<file path="src/rtl/wom_write_arbiter.sv">
// rtl/wom_write_arbiter.sv - two-requester arbiter for the single write port of the 1K x 16 write-only memory
module wom_write_arbiter #(
  parameter int AW        = 10,
  parameter int DW        = 16,
  parameter int MAX_BURST = 4,
  parameter int PRIORITY  = 0
) (
  input  logic          CLK,
  input  logic          HRESETn,
  input  logic          a_valid,
  input  logic [AW-1:0] a_addr,
  input  logic [DW-1:0] a_data,
  output logic          a_ready,
  input  logic          b_valid,
  input  logic [AW-1:0] b_addr,
  input  logic [DW-1:0] b_data,
  output logic          b_ready,
  output logic [AW-1:0] wr_addr,
  output logic [DW-1:0] wr_data,
  output logic          wr_we,
  output logic [1:0]    owner
);

  localparam int            CW       = (MAX_BURST > 1) ? $clog2(MAX_BURST) : 1;
  localparam logic [CW-1:0] CNT_LAST = CW'(MAX_BURST - 1);
  localparam logic          LSP_A    = 1'b0;
  localparam logic          LSP_B    = 1'b1;

  // Encoding doubles as the owner code: 00 idle, 01 A, 10 B.
  typedef enum logic [1:0] {
    IDLE  = 2'b00,
    OWN_A = 2'b01,
    OWN_B = 2'b10
  } state_t;

  state_t        state, state_nx;
  logic [CW-1:0] cnt, cnt_nx;
  logic          lsp, lsp_nx;
  logic          accept_a, accept_b;
  logic          at_limit;

  assign a_ready  = (state == OWN_A);
  assign b_ready  = (state == OWN_B);
  assign owner    = state;
  assign accept_a = a_valid & a_ready;
  assign accept_b = b_valid & b_ready;
  // True when the accept happening now is the owner's MAX_BURST-th in a row.
  assign at_limit = (cnt == CNT_LAST);

  // Ownership state, burst counter and last-served pointer.
  always_ff @(posedge CLK or negedge HRESETn) begin
    if (!HRESETn) begin
      state <= IDLE;
      cnt   <= '0;
      lsp   <= LSP_B;
    end else begin
      state <= state_nx;
      cnt   <= cnt_nx;
      lsp   <= lsp_nx;
    end
  end

  // Next owner: burst limit hands over with no bubble; a dropped valid releases the port.
  always_comb begin
    state_nx = state;
    cnt_nx   = cnt;
    lsp_nx   = lsp;
    case (state)
      IDLE: begin
        if (a_valid && (!b_valid || (PRIORITY != 0) || (lsp == LSP_B))) begin
          state_nx = OWN_A;
        end else if (b_valid) begin
          state_nx = OWN_B;
        end
      end
      OWN_A: begin
        if (a_valid) begin
          if (b_valid && at_limit) begin
            state_nx = OWN_B;
            cnt_nx   = '0;
            lsp_nx   = LSP_A;
          end else if (!at_limit) begin
            cnt_nx = cnt + 1'b1;
          end
        end else begin
          state_nx = b_valid ? OWN_B : IDLE;
          cnt_nx   = '0;
          lsp_nx   = LSP_A;
        end
      end
      OWN_B: begin
        // With fixed priority, a waiting A takes the port back after every B accept.
        if (b_valid) begin
          if (a_valid && (at_limit || (PRIORITY != 0))) begin
            state_nx = OWN_A;
            cnt_nx   = '0;
            lsp_nx   = LSP_B;
          end else if (!at_limit) begin
            cnt_nx = cnt + 1'b1;
          end
        end else begin
          state_nx = a_valid ? OWN_A : IDLE;
          cnt_nx   = '0;
          lsp_nx   = LSP_B;
        end
      end
      default: begin
        state_nx = IDLE;
        cnt_nx   = '0;
      end
    endcase
  end

  // Registered memory write port; address and data hold between writes.
  always_ff @(posedge CLK or negedge HRESETn) begin
    if (!HRESETn) begin
      wr_we   <= 1'b0;
      wr_addr <= '0;
      wr_data <= '0;
    end else if (accept_a) begin
      wr_we   <= 1'b1;
      wr_addr <= a_addr;
      wr_data <= a_data;
    end else if (accept_b) begin
      wr_we   <= 1'b1;
      wr_addr <= b_addr;
      wr_data <= b_data;
    end else begin
      wr_we   <= 1'b0;
    end
  end

endmodule

</file>
<file path="config.mk">
export PLATFORM = sky130hd
export DESIGN_NAME = wom_write_arbiter
export DESIGN_NICKNAME = d
export VERILOG_FILES = /design/src/rtl/wom_write_arbiter.sv
export SDC_FILE = /design/constraint.sdc
export NUM_CORES = 1
export LEC_CHECK = 0
export BUFFER_PORTS_ARGS = -buffer_cell sky130_fd_sc_hd__clkbuf_2
export CORE_ASPECT_RATIO = 0.8
export CORE_MARGIN = 4
export CORE_UTILIZATION = 44
export CTS_CLUSTER_SIZE = 8
export DETAILED_ROUTE_END_ITERATION = 6
export PLACE_DENSITY = 0.79
export SYNTH_ARGS = -nofsm -noshare
export SYNTH_HDL_FRONTEND = slang
export SYNTH_SLANG_ARGS = --single-unit
</file>
<file path="constraint.sdc">
create_clock -name CLK -period 2 [get_ports CLK]
set_clock_uncertainty 0.2 [all_clocks]
set_input_delay 0.2 -clock CLK [delete_from_list [all_inputs] [get_ports CLK]]
set_output_delay 0.2 -clock CLK [all_outputs]
set_load 0.02 [all_outputs]
</file>
==> results.tsv, run 1 <==
metric	value	unit
ys_types	20	
hold_viol	0	
cp_num_buf_inv	1	
dp_hpwl	2970	µm
relSlewSlack	64.0	%
setup_viol	0	
clk_pin_slew	60	ps
ctsLongestPathBuffers	2	
power_frac_comb	51.3	%
fillers	259	
endpoint_kind	register	
finalNetCount	337	
synth_edf_count	0	
synth-main-ff-cell	dfrtp_1	
multi_input_area	711	µm²
final.setup.tns	0	ps
crit_type	register to register	
rr_worst_depth	6	
place.gp.congestion	0.760	
period_minus_slack	1820	ps
drive_gt1_share	39.6	%
clkLatencyLatePin	280	ps
power_frac_seq	33.7	%
synthTopCellsByArea	dfrtp_1 49%, mux2i_1 17%, o21ai_1 7.9%	
cp-start-kind	register	
synth-seq-cells	32	
coreArea	3450	µm²
fin_crit_sh	91.1	%
drtIter0Drc	46	
cp_top_family	flip-flops	
synth_common_cells	31 x dfrtp_1, 27 x mux2i_1, 27 x nand2_1	
slew_violations	0	
syn2layout_area_growth	58.8	%
synthCells	154	
rows	19	
peakVddDrop	915	µV
top_level_ports	87	
cpMaxStageDelayCell	dfrtp_2	
hold_depth	3	
clockPowerShare	14.9	%
total_power	3.38	mW
ys_async_sr_fraction	100	%
holdCritStartpoint	b_addr[2]	
dieArea	4630	µm²
p_leak	1.46	nW
via_per_inst	4.83	
finalWorstSetupSlack	177	ps
seqCellArea	803	µm²
die_y	61.7	µm
r2r_start	owner[1]	
synth_largest_area_cell	dfrtp_1	
holdPathEnd	wr_addr[2]	
ff2ff_setup_slack	180	ps
grt_max_degree	40	
cp_max_fo	7	
p_switching	1.45	mW
grt_pass1_wl	6780	µm
cap_violations	0	
synth-seq-area-share	50.6	%
io_buffers	86	
design_area	2520	µm²
post_dp_cell_area	2090	µm²
vias	1544	
cts-root-buf	clkbuf_8	
p_per_area	1340	nW/µm²
fmax	549	MHz
tightest_slew	541	ps
drtAntennaViolNets	0	
required	1960	ps
die_w	75.1	µm
cts_tree	yes	
numClockSinks	32	
yosys_warnings	0	
antenna_found_initial	0	
synth.most_common_cell	dfrtp_1	
crit_path_cell_trace	inv_1 -> ha_1 -> nand2_2 -> o22ai_4 -> a21oi_2 -> mux2_4	
firstDrtPassIters	4	
power.internal	1.94	mW
numCtsBuffers	5	
synth_area	1580	µm²
syn-num-nets	214	
totalWireLength	4490	µm
post-place-ws	95.8	ps
rsz0062_at_grt	false	
cp.depth	6	
status	finished clean	
start_util	46.0	%
switching_share	42.7	%
grtUsageTotal	20.1	%
cp.arrival	1790	ps
holdCritPathClass	input port to register	
r2r-end	owner[1]	
syn_area_per_cell	10.3	µm²
htree_levels	2	
wl_per_cell	14.0	µm
overflow	0	
slowest_delay	440	ps
drc	0	
antennaDiodeCount	0	
synth_top_area_share	49.0	%
grt_pass1_vias	1585	
## layout make-up
| class | count | share of cell area, % |
|---|---|---|
| Inverter | 7 | 1.04 |
| Clock buffer | 6 | 3.28 |
| Multi-Input combinational cell | 106 | 28.2 |
| Timing Repair Buffer | 125 | 33.0 |
| Clock inverter | 2 | 0.398 |
| Sequential cell | 32 | 31.9 |
| Tap cell | 42 | 2.09 |
## tightest hold or removal path, cell delays in order
cell	delay (ps)
clkbuf_2	70
mux2i_1	60
o21ai_1	110
## cells by family (layout without fill, tap and decap cells)
kind of cell / Yosys count / in the layout / synth area share, %
compound gates: 37 / 37 / 13.2
simple gates: 36 / 36 / 9.16
flops: 32 / 32 / 50.6
mux: 29 / 29 / 19.0
buf+inv: 16 / 140 / 4.90
fa+ha+maj: 4 / 4 / 3.16
## sequential cells by signal (all words and copies together) (netlist names)
| signal | count |
|---|---|
| lsp | 1 |
| wr_we | 1 |
| owner | 2 |
| wr_data | 16 |
| wr_addr | 10 |
| cnt | 2 |
## metrics by stage
step	utilization (%)	hold WS [ps]	instances
global route	73.0	8.81	320
global placement	60.6	8.79	279
finish	73.0	4.61	320
detailed placement	60.6	5.82	279
floorplan	-	-296	154
CTS	72.8	0.0944	320
## layout by cell type, fill, tap and decap left out
| cell | n |
|---|---|
| o21ai_0 | 3 |
| and3_1 | 2 |
| and2_2 | 1 |
| dfrtp_2 | 1 |
| a32o_1 | 1 |
| dfstp_2 | 1 |
| buf_12 | 2 |
| nor2_1 | 5 |
| ha_1 | 4 |
| o21ai_1 | 25 |
| nor2b_1 | 1 |
| inv_2 | 1 |
| mux2_4 | 2 |
| mux2i_1 | 27 |
| clkbuf_2 | 86 |
| clkinv_2 | 2 |
| a21oi_2 | 1 |
| a21oi_1 | 6 |
| o22ai_4 | 1 |
| nand2_1 | 25 |
| dfrtp_1 | 30 |
| clkbuf_8 | 6 |
| nand2_2 | 2 |
| buf_4 | 4 |
| inv_1 | 6 |
| dlygate4sd3_1 | 33 |
## routing by layer
metal / up-vias / track usage (%) / share of wire, %
met5: - / 0 / 0
met2: 70 / 36.8 / 52
met4: 0 / 11.4 / 3.4
met1: 693 / 21.8 / 38
li1: 767 / - / -
met3: 14 / 3.92 / 7.0
## worst max path at each step
stage,to,startpoint,slack (ps)
global route,wr_addr[0],owner[0],60
global placement,owner[1],owner[1],140
finish,owner[1],owner[1],180
CTS,owner[1],owner[1],80
detailed placement,owner[1],owner[1],100
floorplan,wr_data[10],owner[0],20
## power by group through the flow
stage / logic [mW] / clock network [mW] / registers, mW
floorplan: 0.795 / 0 / 1.47
global placement: 1.66 / 0 / 1.14
detailed placement: 1.69 / 0 / 1.15
CTS: 1.74 / 0.522 / 1.14
global route: 1.90 / 0.546 / 1.18
finish: 1.74 / 0.505 / 1.14
## repair_timing
item,4_1_cts,5_1_grt
resized for setup,0,2
hold buffers,33,0
endpoints found under the setup margin,0,2
buffers inserted,0,0
hold endpoints to repair,38,0
Note: power is estimated with default switching activity, not from simulation.
==> run 2, diff against run 1 <==
- SETUP_SLACK_MARGIN: unset -> 0.5
==> results.tsv, run 2 (same netlist as run 1, synthesis figures left out) <==
metric	value	unit	change
firstDrtPassIters	4		unchanged
slew_violations	0		unchanged
clk_pin_slew	60	ps	about the same
wl_per_cell	15.5	µm	+11%
fillers	248		-4.2%
io_buffers	86		unchanged
violations	hold timing		
design_area	2600	µm²	+3.4%
rr_worst_depth	6		unchanged
r2r_start	owner[1]		
holdPathEnd	wr_addr[6]		
drc	0		unchanged
top_level_ports	87		unchanged
top_regs	wr_data x16, wr_addr x10		
vias	1538		-0.39%
htree_levels	2		unchanged
grt_pass1_wl	6150	µm	-9.2%
top_register	wr_data		
drive_gt1_share	49.6	%	+10 points
status	finished with violations		
fmax	597	MHz	+8.9%
hold_depth	3		unchanged
slowest_delay	450	ps	about the same
tightest_slew	405	ps	-135 ps
holdCritStartpoint	a_addr[6]		
syn2layout_area_growth	64.3	%	
post_dp_cell_area	2110	µm²	+1.1%
holdCritPathClass	input port to register		
cp.arrival	1640	ps	-150 ps
peakVddDrop	710	µV	-22%
rows	19		unchanged
ctsLongestPathBuffers	2		unchanged
final_util	75.5	%	+2.5 points
cts_tree	yes		
totalWireLength	4900	µm	+9.1%
cap_violations	0		unchanged
start_util	46.0	%	unchanged
total_power	3.94	mW	+17%
coreArea	3450	µm²	unchanged
place.gp.congestion	0.837		+10%
clkLatencyLatePin	280	ps	about the same
period_minus_slack	1670	ps	-149 ps
grt_pass1_vias	1391		-12%
crit_path_cell_trace	inv_2 -> ha_4 -> nand2_4 -> o22ai_4 -> a21oi_2 -> mux2_4		
hold_ws	-7.44	ps	-12.0 ps
antennaDiodeCount	0		unchanged
rsz0062_at_grt	true		
numCtsBuffers	5		unchanged
final_common_cell	clkbuf_2		
endpoint_kind	register		
cp_num_buf_inv	1		unchanged
die_y	61.7	µm	unchanged
largest_reg_flops	16		unchanged
finalNetCount	334		-0.89%
required	1960	ps	about the same
cpMaxStageDelayCell	dfrtp_2		
numClockSinks	32		unchanged
ff2ff_setup_slack	330	ps	+150 ps
cp_max_fo	5		-2
relSlewSlack	73.0	%	+9.0 points
grtUsageTotal	17.8	%	-2.3 points
r2r-end	owner[1]		
grt_max_degree	42		+5.0%
crit_type	register to register		
cp_top_family	flip-flops		
p_per_area	1510	nW/µm²	+13%
overflow	0		unchanged
antenna_found_initial	0		unchanged
layout_common_cells	84 x clkbuf_2, 29 x dfrtp_1, 27 x mux2i_1, 24 x o21ai_1, 23 x nand2_1		
die_w	75.1	µm	unchanged
drtAntennaViolNets	0		unchanged
dieArea	4630	µm²	unchanged
dp_hpwl	2920	µm	-1.8%
final.setup.tns	0	ps	unchanged
p_leak	1.52	nW	+3.8%
setup_viol	0		unchanged
via_per_inst	4.87		+0.87%
cts-root-buf	clkbuf_8		
hold_viol	4		+4
cp-start-kind	register		
drtIter0Drc	95		+110%
fin_crit_sh	83.7	%	-7.4 points
==> run 2: cell count changes in the layout (fill, tap and decap cells not counted), moves of 3 or more <==
cell           previous run  this run
buf_4                     4        12
buf_6                     0         5
buf_8                     0         3
clkbuf_16                 0         4
dlygate4sd3_1            33        13
ha_1                      4         1
==> run 2: worst register-to-register path, stage by stage (launching register included) <==
cell     delay (ps)
dfrtp_2         450
inv_2           110
ha_4            150
nand2_4          70
o22ai_4         210
a21oi_2          70
mux2_4          300
==> run 2: routing by layer <==
layer  up-vias  GRT usage, %  part of all wire [%]  wire length, µm
li1        760             -                     -                -
met1       709          21.1                    39             1940
met2        60          31.3                    51             2490
met3         9          3.75                   7.3              358
met4         0          7.87                   2.5              122
met5         -             0                     0                0
==> run 2: layout make-up <==
cell class / instances / area [µm²] / area share (%)
inverter: 7 / 26.3 / 1.01
clock buffer: 7 / 96.3 / 3.70
timing repair buffer: 122 / 862 / 33.1
tap: 42 / 52.6 / 2.02
sequential: 32 / 805 / 30.9
multi-input combinational: 106 / 761 / 29.2
==> run 2: where the power goes <==
group | switching, mW | internal (mW)
Combinational | 1.21 | 1.04
Sequential | 0.196 | 0.967
Clock | 0.218 | 0.306
Total | 1.63 | 2.32
==> run 2: metrics by stage <==
step	worst slack, ps	hold slack, ps	cells
final	326	-7.44	316
after global routing	263	3.32	316
after CTS	344	1.07	304
after detailed placement	305	48.5	279
after global placement	367	40.8	279
after floorplan	209	-296	154
==> run 2: what timing repair did <==
action                                  4_1_cts  5_1_grt
endpoints found under the setup margin       31       34
pin swaps                                     1        4
setup buffers                                 5        5
endpoints found under the hold margin        40        0
hold buffers                                 13        0
gates cloned                                  0        7
gates resized for setup                       5       13
==> run 2: how the worst max path moves through the flow <==
| stage | start | endpoint | slack (ps) | cells after the start |
|---|---|---|---|---|
| finish | owner[1] | owner[1] | 330 | 6 |
| global route | owner[1] | wr_data[9] | 260 | 6 |
| CTS | owner[1] | owner[1] | 340 | 6 |
| detailed placement | owner[1] | owner[1] | 300 | 6 |
| global placement | owner[1] | owner[1] | 370 | 6 |
| floorplan | owner[1] | owner[1] | 210 | 7 |
==> run 3, diff against run 2 <==
- ABC_AREA: unset -> 1
- CORE_UTILIZATION: 44 -> 40
- PLACE_DENSITY: 0.79 -> 0.75
- clock period: 2 -> 1.43 ns (I/O delays scaled with it)
==> results.tsv, run 3 <==
metric	value	unit	change
crit_type	register to register		
synth_area	1650	µm²	+4.2%
hold_ws	-451	ps	-443 ps
top_regs	wr_data x16, wr_addr x10		
synth.most_common_cell	dfrtp_1		
clk_pin_slew	70	ps	about the same
drive_gt1_share	55.2	%	+5.6 points
multi_input_area	868	µm²	+14%
coreArea	3880	µm²	+13%
wl_met1	2330	µm	+20%
overflow	0		unchanged
syn_area_per_cell	8.64	µm²	-16%
cp-start-kind	register		
firstDrtPassIters	5		+1
synth_largest_area_cell	dfrtp_1		
totalWireLength	5690	µm	+16%
holdBufCountCts	1		-12
relSlewSlack	76.0	%	+3.0 points
violations	hold timing, setup timing		
synthCells	191		+24%
io_buffers	86		unchanged
finalNetCount	374		+12%
dp_hpwl	3450	µm	+18%
antennaDiodeCount	0		unchanged
p_per_area	2220	nW/µm²	+47%
cts_tree	yes		
wl_met3	427	µm	+19%
cp_max_fo	8		+3
fin_crit_sh	112	%	+28 points
vias	1867		+21%
finalWorstSetupSlack	-174	ps	-500 ps
syn2layout_area_growth	84.5	%	
synthTopCellsByArea	dfrtp_1 47%, o21ai_2 9.0%, nand3_1 8.5%		
grt_pass1_vias	1672		+20%
yosys_warnings	0		unchanged
layout_common_cells	55 x clkbuf_2, 35 x clkbuf_8, 29 x dfrtp_1, 26 x o21ai_1, 25 x buf_4		
grtUsageTotal	19.9	%	+2.1 points
fmax	623	MHz	+4.3%
wl_met2	2820	µm	+14%
period_minus_slack	1600	ps	-69.7 ps
largest_reg_flops	16		unchanged
tightest_slew	360	ps	-45.1 ps
final_common_cell	clkbuf_2		
rsz0062_at_grt	true		
cp_top_family	flip-flops		
ctsLongestPathBuffers	2		unchanged
slowest_delay	440	ps	about the same
top_layer_used	met4		
p_leak	1.48	nW	-2.7%
drc	0		unchanged
die_w	79.8	µm	+6.3%
wl_per_cell	15.4	µm	-0.90%
drtIter0Drc	95		unchanged
top_level_ports	87		unchanged
via_per_inst	5.05		+3.7%
cp_num_buf_inv	2		+1
clkLatencyLatePin	290	ps	about the same
top_register	wr_data		
syn-num-nets	251		+17%
fillers	240		-3.2%
start_util	42.5	%	-3.4 points
cp.arrival	1610	ps	-30 ps
final.setup.tns	-3010	ps	-3010 ps
synth-seq-cells	32		unchanged
status	finished with violations		
antenna_found_initial	0		unchanged
synth-seq-area-share	48.6	%	-2.0 points
htree_levels	2		unchanged
seqCellArea	805	µm²	unchanged
cap_violations	0		unchanged
synth-main-ff-cell	dfrtp_1		
die_y	65.5	µm	+6.1%
total_power	6.76	mW	+72%
drtAntennaViolNets	0		unchanged
place.gp.congestion	0.862		+3.0%
setup_viol	34		+34
rows	20		+1
synth_common_cells	31 x dfrtp_1, 28 x nand3_1, 28 x nor2_1		
slew_violations	0		unchanged
synth_top_area_share	47.0	%	-2.0 points
hold_viol	58		+54
peakVddDrop	1230	µV	+73%
crit_path_cell_trace	inv_2 -> ha_4 -> nand2_8 -> nand2_8 -> buf_4 -> o21ai_1 -> o21ai_1		
cts-root-buf	clkbuf_8		
holdCritPathClass	input port to async pin		
endpoint_kind	register		
post-place-ws	-152	ps	-456 ps
grt_max_degree	21		-50%
cpMaxStageDelayCell	dfrtp_2		
ys_types	19		-5.0%
dieArea	5220	µm²	+13%
numCtsBuffers	5		unchanged
required	1440	ps	-520 ps
grt_pass1_wl	7920	µm	+29%
synth_edf_count	0		unchanged
numClockSinks	32		unchanged
ys_async_sr_fraction	100	%	unchanged
run 3: cell types whose count changed after synthesis, sizes merged, moves of 2 or more:
cell,previous run,this run
nand3,0,28
nand2,27,17
a21oi,7,5
and3,2,0
mux2i,27,0
nor2,5,28
clkbuf,0,5
o21ai,28,56
buf,9,7
mux2,2,0
run 3: cell type report:
cell class	count	share of cell area (%)
Clock inverter	2	1.15
Inverter	7	1.03
Clock buffer	6	2.38
Multi-Input combinational cell	140	28.5
Tap cell	55	2.26
Sequential cell	32	26.4
Timing Repair Buffer	128	38.2
run 3: worst paths after layout:
kind,from,end,slack [ps],cells after the start
min in group CLK,b_data[7],wr_data[7],-90,3
worst min register to register,lsp,lsp,260,2
worst min-delay path,HRESETn,wr_addr[3],-450,1
max in group asynchronous,HRESETn,wr_data[5],1050,2
worst max-delay path,owner[1],wr_data[2],-170,7
worst max register to register,owner[1],wr_data[2],-170,7
run 3: cell families (layout without fill, tap and decap cells):
logic type	count (synthesis)	count (layout)	share of synthesized area [%]
buffers and inverters	19	143	5.69
adder cells (fa/ha/maj)	4	4	3.03
AND/OR/NAND/NOR	74	74	19.6
AO/OA/AOI/OAI	62	62	23.0
flip-flops	32	32	48.6
run 3: repair_timing:
item / 4_1_cts / 5_1_grt
endpoints found under the setup margin: 63 / 63
gates resized for setup: 75 / 18
pin swaps: 3 / 4
hold endpoints to repair: 58 / 58
setup buffers: 9 / 9
cloned: 1 / 4
run 3: per-stage QoR:
stage                     hold slack, ps  util, %  cells  cell area [µm²]
after floorplan                     -353        -    191             1710
after global placement              -133     59.8    338             2320
after detailed placement            -130     59.8    338             2320
after CTS                           -449     72.9    357             2830
after global routing                -435     78.5    370             3040
final                               -451     78.5    370             3040
run 3: metal layers:
metal / up-vias / GRT usage (%)
met1: 868 / 24.6
met5: - / 0
met3: 10 / 5.75
li1: 899 / -
met2: 90 / 32.9
met4: 0 / 7.59
run 3: worst reg2reg max path, cell delays in order, from the launching register on:
cell,delay [ps]
dfrtp_2,440
inv_2,90
ha_4,160
nand2_8,90
nand2_8,120
buf_4,160
o21ai_1,80
o21ai_1,180
run 3: power breakdown:
part | internal [mW] | switching (mW)
clock network | 0.516 | 0.339
logic | 2.25 | 1.96
registers | 1.35 | 0.341
total | 4.12 | 2.64
